==> src/rtl/fetch_stage.sv <==
// Instruction fetch stage: owns the PC, drives the instruction-memory address,
// and hands decode one registered bundle per instruction (two-word immediate
// instructions are merged into a single bundle). Handles boot vector, branch
// redirects, stalls and interrupt vectoring.
//
//   state | meaning
//   ------+------------------------------------------------------------
//   BOOT  | reading the boot vector word; next PC comes from imem
//   RUN   | normal fetch; one bundle per one-word instruction
//   IMM   | first word of a two-word instruction held; fetching its immediate
//   INT   | interrupt bundle issued; reading the handler vector word
module fetch_stage #(
    parameter logic [15:0] RESET_VECTOR_ADDR = 16'h0000,
    parameter logic [15:0] INT_VECTOR_ADDR   = 16'h0001,
    parameter logic [2:0]  IMM_OPCODE        = 3'b110
) (
    input  logic        i_clk,
    input  logic        i_reset_n,
    output logic [15:0] o_imem_addr,
    input  logic [15:0] i_imem_data,
    input  logic        i_stall,
    input  logic        i_branch_taken,
    input  logic [15:0] i_branch_target,
    input  logic        i_interrupt,
    output logic [15:0] o_instr,
    output logic [15:0] o_imm,
    output logic [15:0] o_pc,
    output logic        o_valid,
    output logic        o_interrupt
);

    typedef enum logic [1:0] {
        ST_BOOT = 2'd0,
        ST_RUN  = 2'd1,
        ST_IMM  = 2'd2,
        ST_INT  = 2'd3
    } state_t;

    state_t      state_q, state_d;
    logic [15:0] pc_q, pc_d;
    logic        pending_int_q, pending_int_d;
    logic [15:0] hold_instr_q, hold_instr_d;
    logic [15:0] hold_pc_q, hold_pc_d;
    logic [15:0] instr_q, instr_d;
    logic [15:0] imm_q, imm_d;
    logic [15:0] out_pc_q, out_pc_d;
    logic        valid_q, valid_d;
    logic        interrupt_q, interrupt_d;

    logic [15:0] pc_inc;
    logic        is_imm_word;

    assign pc_inc      = pc_q + 16'd1;
    assign is_imm_word = (i_imem_data[15:13] == IMM_OPCODE);

    // Fetch address depends only on registered state, so it is stable under stall.
    always_comb begin
        o_imem_addr = pc_q;
        case (state_q)
            ST_BOOT: o_imem_addr = RESET_VECTOR_ADDR;
            ST_INT:  o_imem_addr = INT_VECTOR_ADDR;
            default: o_imem_addr = pc_q;
        endcase
    end

    // Next-state and bundle computation; every register defaults to hold.
    always_comb begin
        state_d       = state_q;
        pc_d          = pc_q;
        pending_int_d = pending_int_q;
        hold_instr_d  = hold_instr_q;
        hold_pc_d     = hold_pc_q;
        instr_d       = instr_q;
        imm_d         = imm_q;
        out_pc_d      = out_pc_q;
        valid_d       = valid_q;
        interrupt_d   = interrupt_q;

        case (state_q)
            ST_BOOT: begin
                pc_d          = i_imem_data;
                valid_d       = 1'b0;
                interrupt_d   = 1'b0;
                pending_int_d = pending_int_q | i_interrupt;
                state_d       = ST_RUN;
            end

            ST_RUN: begin
                if (i_branch_taken) begin
                    pc_d          = i_branch_target;
                    valid_d       = 1'b0;
                    interrupt_d   = 1'b0;
                    pending_int_d = pending_int_q | i_interrupt;
                end else if (i_stall) begin
                    // Full freeze: a request arriving only during a stall is not captured.
                end else if (pending_int_q) begin
                    // pc is the first unexecuted address and becomes the return address.
                    instr_d     = 16'h0000;
                    out_pc_d    = pc_q;
                    valid_d     = 1'b1;
                    interrupt_d = 1'b1;
                    state_d     = ST_INT;
                end else if (is_imm_word) begin
                    hold_instr_d  = i_imem_data;
                    hold_pc_d     = pc_q;
                    pc_d          = pc_inc;
                    valid_d       = 1'b0;
                    interrupt_d   = 1'b0;
                    pending_int_d = i_interrupt;
                    state_d       = ST_IMM;
                end else begin
                    instr_d       = i_imem_data;
                    imm_d         = 16'h0000;
                    out_pc_d      = pc_q;
                    valid_d       = 1'b1;
                    interrupt_d   = 1'b0;
                    pc_d          = pc_inc;
                    pending_int_d = i_interrupt;
                end
            end

            ST_IMM: begin
                if (i_branch_taken) begin
                    pc_d          = i_branch_target;
                    valid_d       = 1'b0;
                    interrupt_d   = 1'b0;
                    pending_int_d = pending_int_q | i_interrupt;
                    state_d       = ST_RUN;
                end else if (i_stall) begin
                    // Full freeze, same as RUN.
                end else begin
                    // Interrupts wait until the pair is delivered, never split it.
                    instr_d       = hold_instr_q;
                    imm_d         = i_imem_data;
                    out_pc_d      = hold_pc_q;
                    valid_d       = 1'b1;
                    interrupt_d   = 1'b0;
                    pc_d          = pc_inc;
                    pending_int_d = pending_int_q | i_interrupt;
                    state_d       = ST_RUN;
                end
            end

            ST_INT: begin
                pc_d          = i_imem_data;
                pending_int_d = 1'b0;
                valid_d       = 1'b0;
                interrupt_d   = 1'b0;
                state_d       = ST_RUN;
            end

            default: begin
                state_d = ST_BOOT;
            end
        endcase
    end

    // State and bundle registers with synchronous active-low reset.
    always_ff @(posedge i_clk) begin
        if (!i_reset_n) begin
            state_q       <= ST_BOOT;
            pc_q          <= 16'h0000;
            pending_int_q <= 1'b0;
            hold_instr_q  <= 16'h0000;
            hold_pc_q     <= 16'h0000;
            instr_q       <= 16'h0000;
            imm_q         <= 16'h0000;
            out_pc_q      <= 16'h0000;
            valid_q       <= 1'b0;
            interrupt_q   <= 1'b0;
        end else begin
            state_q       <= state_d;
            pc_q          <= pc_d;
            pending_int_q <= pending_int_d;
            hold_instr_q  <= hold_instr_d;
            hold_pc_q     <= hold_pc_d;
            instr_q       <= instr_d;
            imm_q         <= imm_d;
            out_pc_q      <= out_pc_d;
            valid_q       <= valid_d;
            interrupt_q   <= interrupt_d;
        end
    end

    assign o_instr     = instr_q;
    assign o_imm       = imm_q;
    assign o_pc        = out_pc_q;
    assign o_valid     = valid_q;
    assign o_interrupt = interrupt_q;

endmodule

==> config.mk <==
export PLATFORM = sky130hd
export DESIGN_NAME = fetch_stage
export DESIGN_NICKNAME = d
export VERILOG_FILES = /design/src/rtl/fetch_stage.sv
export SDC_FILE = /design/constraint.sdc
export NUM_CORES = 1
export LEC_CHECK = 0
export ABC_AREA = 1
export CORE_MARGIN = 3
export CORE_UTILIZATION = 28
export CTS_BUF_LIST = sky130_fd_sc_hd__clkbuf_8
export DETAILED_ROUTE_END_ITERATION = 16
export GPL_ROUTABILITY_DRIVEN = 0
export GPL_TIMING_DRIVEN = 0
export HOLD_SLACK_MARGIN = 0.08
export SLEW_MARGIN = 20
export SYNTH_ARGS = -nofsm -noshare
export SYNTH_HDL_FRONTEND = slang
export SYNTH_SLANG_ARGS = --single-unit
==> constraint.sdc <==
create_clock -name i_clk -period 6.5 [get_ports i_clk]
set_clock_uncertainty 0.2 [all_clocks]
set_input_delay 1.3 -clock i_clk [delete_from_list [all_inputs] [get_ports i_clk]]
set_output_delay 1.3 -clock i_clk [all_outputs]
set_load 0.05 [all_outputs]
==> results of run 1 <==
-- sequential cells by signal (all words and copies together), names as in the netlist --
name,cells
hold_instr_q,16
hold_pc_q,16
o_imm,16
o_instr,16
o_pc,16
pc_q,16
state_q,2
o_interrupt,1
o_valid,1
pending_int_q,1
-- kinds of logic after synthesis --
kind of cell / synth area share
AOI/OAI and AO/OA: 0.2270
xor gates and xnor gates: 0.007324
adders and majority gates: 0.01308
buffers and inverters: 0.1028
DFF: 0.4226
and+or+nand+nor: 0.2272
-- metrics by stage --
stage	worst slack (ns)	utilization	area, um2
after floorplan	2.837	-	4785
after global placement	2.281	0.3648	6071
final	1.886	0.3769	6272
after CTS	1.827	0.3769	6272
after global routing	1.628	0.3769	6272
after detailed placement	2.271	0.3648	6071
-- worst max-delay path by stage --
| stage | from | end | slack [ns] |
|---|---|---|---|
| detailed placement | state_q[0] | o_imem_addr[1] | 2.27 |
| CTS | state_q[0] | o_imem_addr[1] | 1.83 |
| finish | state_q[0] | o_imem_addr[1] | 1.89 |
| global placement | state_q[0] | o_imem_addr[2] | 2.28 |
| global route | state_q[0] | o_imem_addr[4] | 1.63 |
| floorplan | state_q[0] | o_imem_addr[0] | 2.84 |
-- worst min-delay path: stages, from the launching register on --
cell	delay [ns]
dfxtp_1	0.32
inv_1	0.05
a21oi_1	0.05
-- power breakdown --
group	total [W]	leakage [nW]	internal, W	switching [W]
combinational	0.00105	1.33	0.000332	0.000719
clock	0.000408	0.104	0.000188	0.000220
sequential	0.000796	0.822	0.000703	0.0000930
total	0.00225	2.26	0.00122	0.00103
-- placed cells by master, fill, tap and decap left out, drive strengths merged --
cell / count
clkbuf: 38
nand4: 4
a21oi: 79
nor2: 62
nand3: 54
inv: 66
buf: 21
bufinv: 1
o211ai: 2
o31ai: 1
a31oi: 35
xnor2: 1
o21ai: 77
clkdlybuf4s50: 101
ha: 5
xor2: 3
clkinvlp: 1
dfxtp: 101
clkinv: 5
a211oi: 2
nand2: 140
-- layout make-up --
| cell class | instances | area (um2) |
|---|---|---|
| fillers | 1757 | 10370 |
| multi-input cells | 465 | 2271 |
| flip-flops and latches | 101 | 2022 |
| repair buffers | 101 | 1011 |
| well taps | 220 | 275.3 |
| inverters | 67 | 252.7 |
| plain buffers | 49 | 239.0 |
| clock buffers | 10 | 137.6 |
| clock inverters | 6 | 63.81 |
-- routing by layer --
layer	up-vias	global-route usage
met5	-	0
met1	2155	0.2349
met4	0	0.06831
li1	2484	-
met3	15	0.02941
met2	114	0.2456
==> flow_metrics.py, run 1 <==
metrics = {
    "sta": {
        "hold_ws_ns": 0.2487,
        "hold_violations": 0,
        "slew_violations": 0,
        "slew_headroom": 0.6146,
        "worstMarginPinSlew_ns": 0.5781,
        "rsz0062_at_grt": "no",
        "fmax_mhz": 216.7,
        "tns_ns": 0,
        "fin_crit_ns": 4.614,
        "fin_crit_sh": 0.7099,
        "finalSetupViolCount": 0,
    },
    "floorplan": {
        "start_util": 0.2875,
        "core-area_mm2": 0.01664,
        "std_cell_rows": 47,
        "die-area_mm2": 0.01869,
        "die_y_um": 136.7,
        "io_pins": 103,
        "die_x_um": 136.7,
    },
    "setup_path": {
        "critical_path.top_delay_family": "buffers and inverters",
        "crit_top_cell": "clkbuf_1",
        "cp_slowest_cell": "clkdlybuf4s50_1",
        "cp_num_cells": 7,
        "path_cells": "inv_1, ha_1, clkbuf_1, clkbuf_1, clkbuf_1, nor2_1, clkdlybuf4s50_1",
        "timing.rr.end": "pc_q[8]",
        "cp_slowest_stage_delay_ns": 0.72,
        "worstSetupPathType": "register to output pin",
        "crit_path_start_kind": "register",
        "worst-path-buf-inv": 5,
        "r2r_cells": 9,
        "arrival_ns": 3.11,
        "end_kind": "output pin",
        "worstPathRequired_ns": 5.00,
        "r2r-start": "state_q[0]",
        "r2r_slack_ns": 4.19,
        "cp_max_fo": 10,
    },
    "routing": {
        "drt_iter0_markers": 316,
        "num_vias": 4768,
        "dr_wl_met3_um": 945,
        "top_layer": "met4",
        "ant_nets": 0,
        "wire_per_inst_um": 15.17,
        "routed_via_density": 4.679,
        "drt_pass1_iterations": 4,
        "wl_met2_mm": 7.043,
        "wl_met1_mm": 7.166,
        "drc_errors": 0,
        "drt-total-wl_mm": 15.46,
    },
    "yosys": {
        "synth_area_mm2": 0.004785,
        "synth_top_area_share": 0.4226,
        "synth_area_leaders": "dfxtp_1, nand2_1, a21oi_1",
        "ys_ff_latch": 101,
        "synth_top_flop_cell": "dfxtp_1",
        "synthDistinctLibCells": 33,
        "synth_area_per_cell_um2": 7.016,
        "yosys_warnings": 0,
        "synth_edf_count": 0,
        "post-synth-top-count-cell": "nand2_1",
        "synth.net_count": 724,
        "synth_cells": 682,
        "yosys-top-cells-count": "nand2_1, dfxtp_1, a21oi_1",
        "seq_area_frac_synth": 0.4226,
        "yosysTopAreaCell": "dfxtp_1",
        "async_flop_share": 0,
    },
    "global_route": {
        "grt_max_degree": 17,
        "grt_pass1_wl_mm": 24.05,
        "grt_pass1_vias": 4437,
        "global_route.usage.total": 0.1651,
        "grt_overflow": 0,
        "antenna_found_initial": 0,
    },
    "clocking": {
        "clk_latency_ns": 0.37,
        "cts_tree": "yes",
        "post_cts_buffers": 0,
        "numCtsBuffers": 9,
        "clockBufferDepth": 2,
        "cts_resized": 0,
        "path_clk_slew_ns": 0.10,
        "htreeDepth": 3,
        "cts.hold.buffers_added": 0,
        "root_buffer": "clkbuf_8",
        "clkSinkCount": 101,
    },
    "run_status": {
        "outcome": "complete, no violations",
    },
    "pwr": {
        "power_leakage_nw": 2.260,
        "p_total_w": 0.002254,
        "vdd_ir_drop_max_mv": 0.1821,
        "powerDensity_mw_per_mm2": 359.3,
    },
    "min_path": {
        "hold_depth": 2,
        "hold_path.class": "register to register",
        "min_to": "hold_instr_q[12]",
        "hold_path_startpoint": "hold_instr_q[12]",
    },
    "placement": {
        "place_hpwl_mm": 11.96,
        "port_buffers": 101,
        "dp_cells": 1003,
    },
    "final_layout": {
        "drive_above_1_share": 0.07635,
        "final_nets": 836,
        "area_delta_synth_final_pct": 31.09,
        "antennaDiodeCount": 0,
        "finalNonFillerCells": 1019,
    },
    "run": {
        "maxCapViolations": 0,
    },
}
(Power assumes the default switching activity.)
==> run 2, diff against run 1 <==
==> constraint.sdc (replaced) <==
create_clock -name i_clk -period 3.8 [get_ports i_clk]
set_clock_uncertainty 0.2 [all_clocks]
set_input_delay 0.76 -clock i_clk [delete_from_list [all_inputs] [get_ports i_clk]]
set_output_delay 0.76 -clock i_clk [all_outputs]
set_load 0.05 [all_outputs]
==> run 2 against run 1 <==
Register-to-register slack worse by 2.7 ns. Critical endpoint is now o_imem_addr[3]. Largest power group unchanged. Setup slack got worse by 1.7 ns. Global-route usage fell by 0.077 points.
==> flow_metrics.py, run 2 (synthesis results as in run 1) <==
metrics = {
    "final_layout": {
        "final_nets": 835,
        "num-fill-cells": 1755,
        "seq_area_mm2": 0.002022,
        "area_delta_synth_final_pct": 31.20,
        "final_common_cell": "nand2_1",
        "antennaDiodeCount": 0,
        "layout_common_cells": "nand2_1, dfxtp_1, clkdlybuf4s50_1, a21oi_1, inv_1",
        "drive_above_1_share": 0.07895,
        "finalNonFillerCells": 1018,
        "multiInputGateArea_mm2": 0.002271,
    },
    "sta": {
        "worstMarginPinSlew_ns": 0.5785,
        "fin_crit_ns": 3.641,
        "fmax_mhz": 274.7,
        "slew_violations": 0,
        "rsz0062_at_grt": "no",
        "slew_headroom": 0.6144,
        "hold_violations": 0,
        "tns_ns": 0,
        "fin_crit_sh": 0.9581,
        "finalSetupViolCount": 0,
    },
    "routing": {
        "ant_nets": 0,
        "drt_pass1_iterations": 5,
        "drt_iter0_markers": 278,
        "drt-total-wl_mm": 15.45,
        "num_vias": 4776,
        "wire_per_inst_um": 15.17,
        "drc_errors": 0,
        "routed_via_density": 4.692,
    },
    "min_path": {
        "hold_path.class": "register to register",
        "hold_path_startpoint": "hold_instr_q[12]",
        "hold_depth": 2,
        "min_to": "hold_instr_q[12]",
    },
    "floorplan": {
        "die-area_mm2": 0.01869,
        "die_y_um": 136.7,
        "start_util": 0.2875,
        "io_pins": 103,
        "die_x_um": 136.7,
        "std_cell_rows": 47,
        "core-area_mm2": 0.01664,
    },
    "global_route": {
        "grt_max_degree": 20,
        "grt_overflow": 0,
        "antenna_found_initial": 0,
        "grt_pass1_wl_mm": 23.93,
        "global_route.usage.total": 0.1643,
        "grt_pass1_vias": 4421,
    },
    "run_status": {
        "outcome": "complete, no violations",
    },
    "run": {
        "maxCapViolations": 0,
    },
    "clocking": {
        "post_cts_buffers": 0,
        "cts_tree": "yes",
        "numCtsBuffers": 9,
        "clockBufferDepth": 2,
        "clk_latency_ns": 0.38,
        "root_buffer": "clkbuf_8",
        "clkSinkCount": 101,
        "path_clk_slew_ns": 0.10,
        "htreeDepth": 3,
    },
    "placement": {
        "place_hpwl_mm": 11.96,
        "port_buffers": 101,
        "dp_cells": 1003,
    },
    "setup_path": {
        "cp_max_fo": 19,
        "r2r_cells": 9,
        "arrival_ns": 2.68,
        "worstSetupPathType": "register to output pin",
        "worstPathRequired_ns": 2.84,
        "crit_path_start_kind": "register",
        "r2r-start": "state_q[0]",
        "end_kind": "output pin",
        "r2r_slack_ns": 1.46,
        "timing.rr.end": "pc_q[8]",
    },
    "pwr": {
        "powerDensity_mw_per_mm2": 613.8,
        "vdd_ir_drop_max_mv": 0.3088,
        "power_leakage_nw": 2.320,
    },
}
run 2: how the worst max path moves through the flow:
stage	from	endpoint	slack [ns]	cells past startpoint
3_5_place_dp	state_q[0]	o_imem_addr[1]	0.11	7
4_1_cts	state_q[0]	o_imem_addr[12]	0.1	6
6_report	state_q[0]	o_imem_addr[3]	0.16	6
5_1_grt	state_q[0]	o_imem_addr[3]	0.01	6
3_3_place_gp	state_q[0]	o_imem_addr[2]	0.12	7
2_1_floorplan	state_q[0]	o_imem_addr[0]	0.68	5
run 2: through the flow:
step	instance area, um2	setup WS [ns]	power (W)	utilization	hold WS, ns
finish	6277	0.1593	0.003853	0.3772	0.2481
global placement	6071	0.1209	0.003172	0.3648	0.2332
detailed placement	6071	0.1108	0.003178	0.3648	0.2370
CTS	6269	0.09840	0.003862	0.3767	0.2517
floorplan	4785	0.6766	0.002580	-	0.2240
global route	6277	0.01193	0.004092	0.3772	0.2740
run 2: timing repair:
| item | 4_1_cts | 5_1_grt |
|---|---|---|
| resized for setup | 2 | 5 |
| endpoints found under the setup margin | 11 | 8 |
| hold buffers | 0 | 0 |
run 2: layer usage:
layer  share of wire  vias up  track usage
met5               0        -            0
met4           0.024        0      0.06775
met3           0.051       21      0.02868
met2            0.45      119       0.2440
met1            0.48     2154       0.2346
li1                -     2482            -
run 2: critical path, cell delays in order, from the launching register on:
cell             delay [ns]
dfxtp_1                0.39
inv_1                  0.07
ha_1                   0.28
clkbuf_1               0.21
clkbuf_2               0.32
nor2_1                 0.19
clkdlybuf4s50_1        0.83
run 2: power breakdown:
part / switching, W / leakage (nW) / internal [W] / total [W]
clock: 0.000384 / 0.104 / 0.000322 / 0.000705
sequential: 0.000160 / 0.822 / 0.00120 / 0.00136
combinational: 0.00122 / 1.39 / 0.000564 / 0.00179
run 2: layout make-up:
class                      count  share of cell area
buffer                        48             0.03787
clock buffer                  10             0.02193
clock inverter                 6             0.01017
inverter                      67             0.04026
multi-input combinational    465              0.3618
sequential                   101              0.3221
tap                          220             0.04385
timing repair buffer         101              0.1620
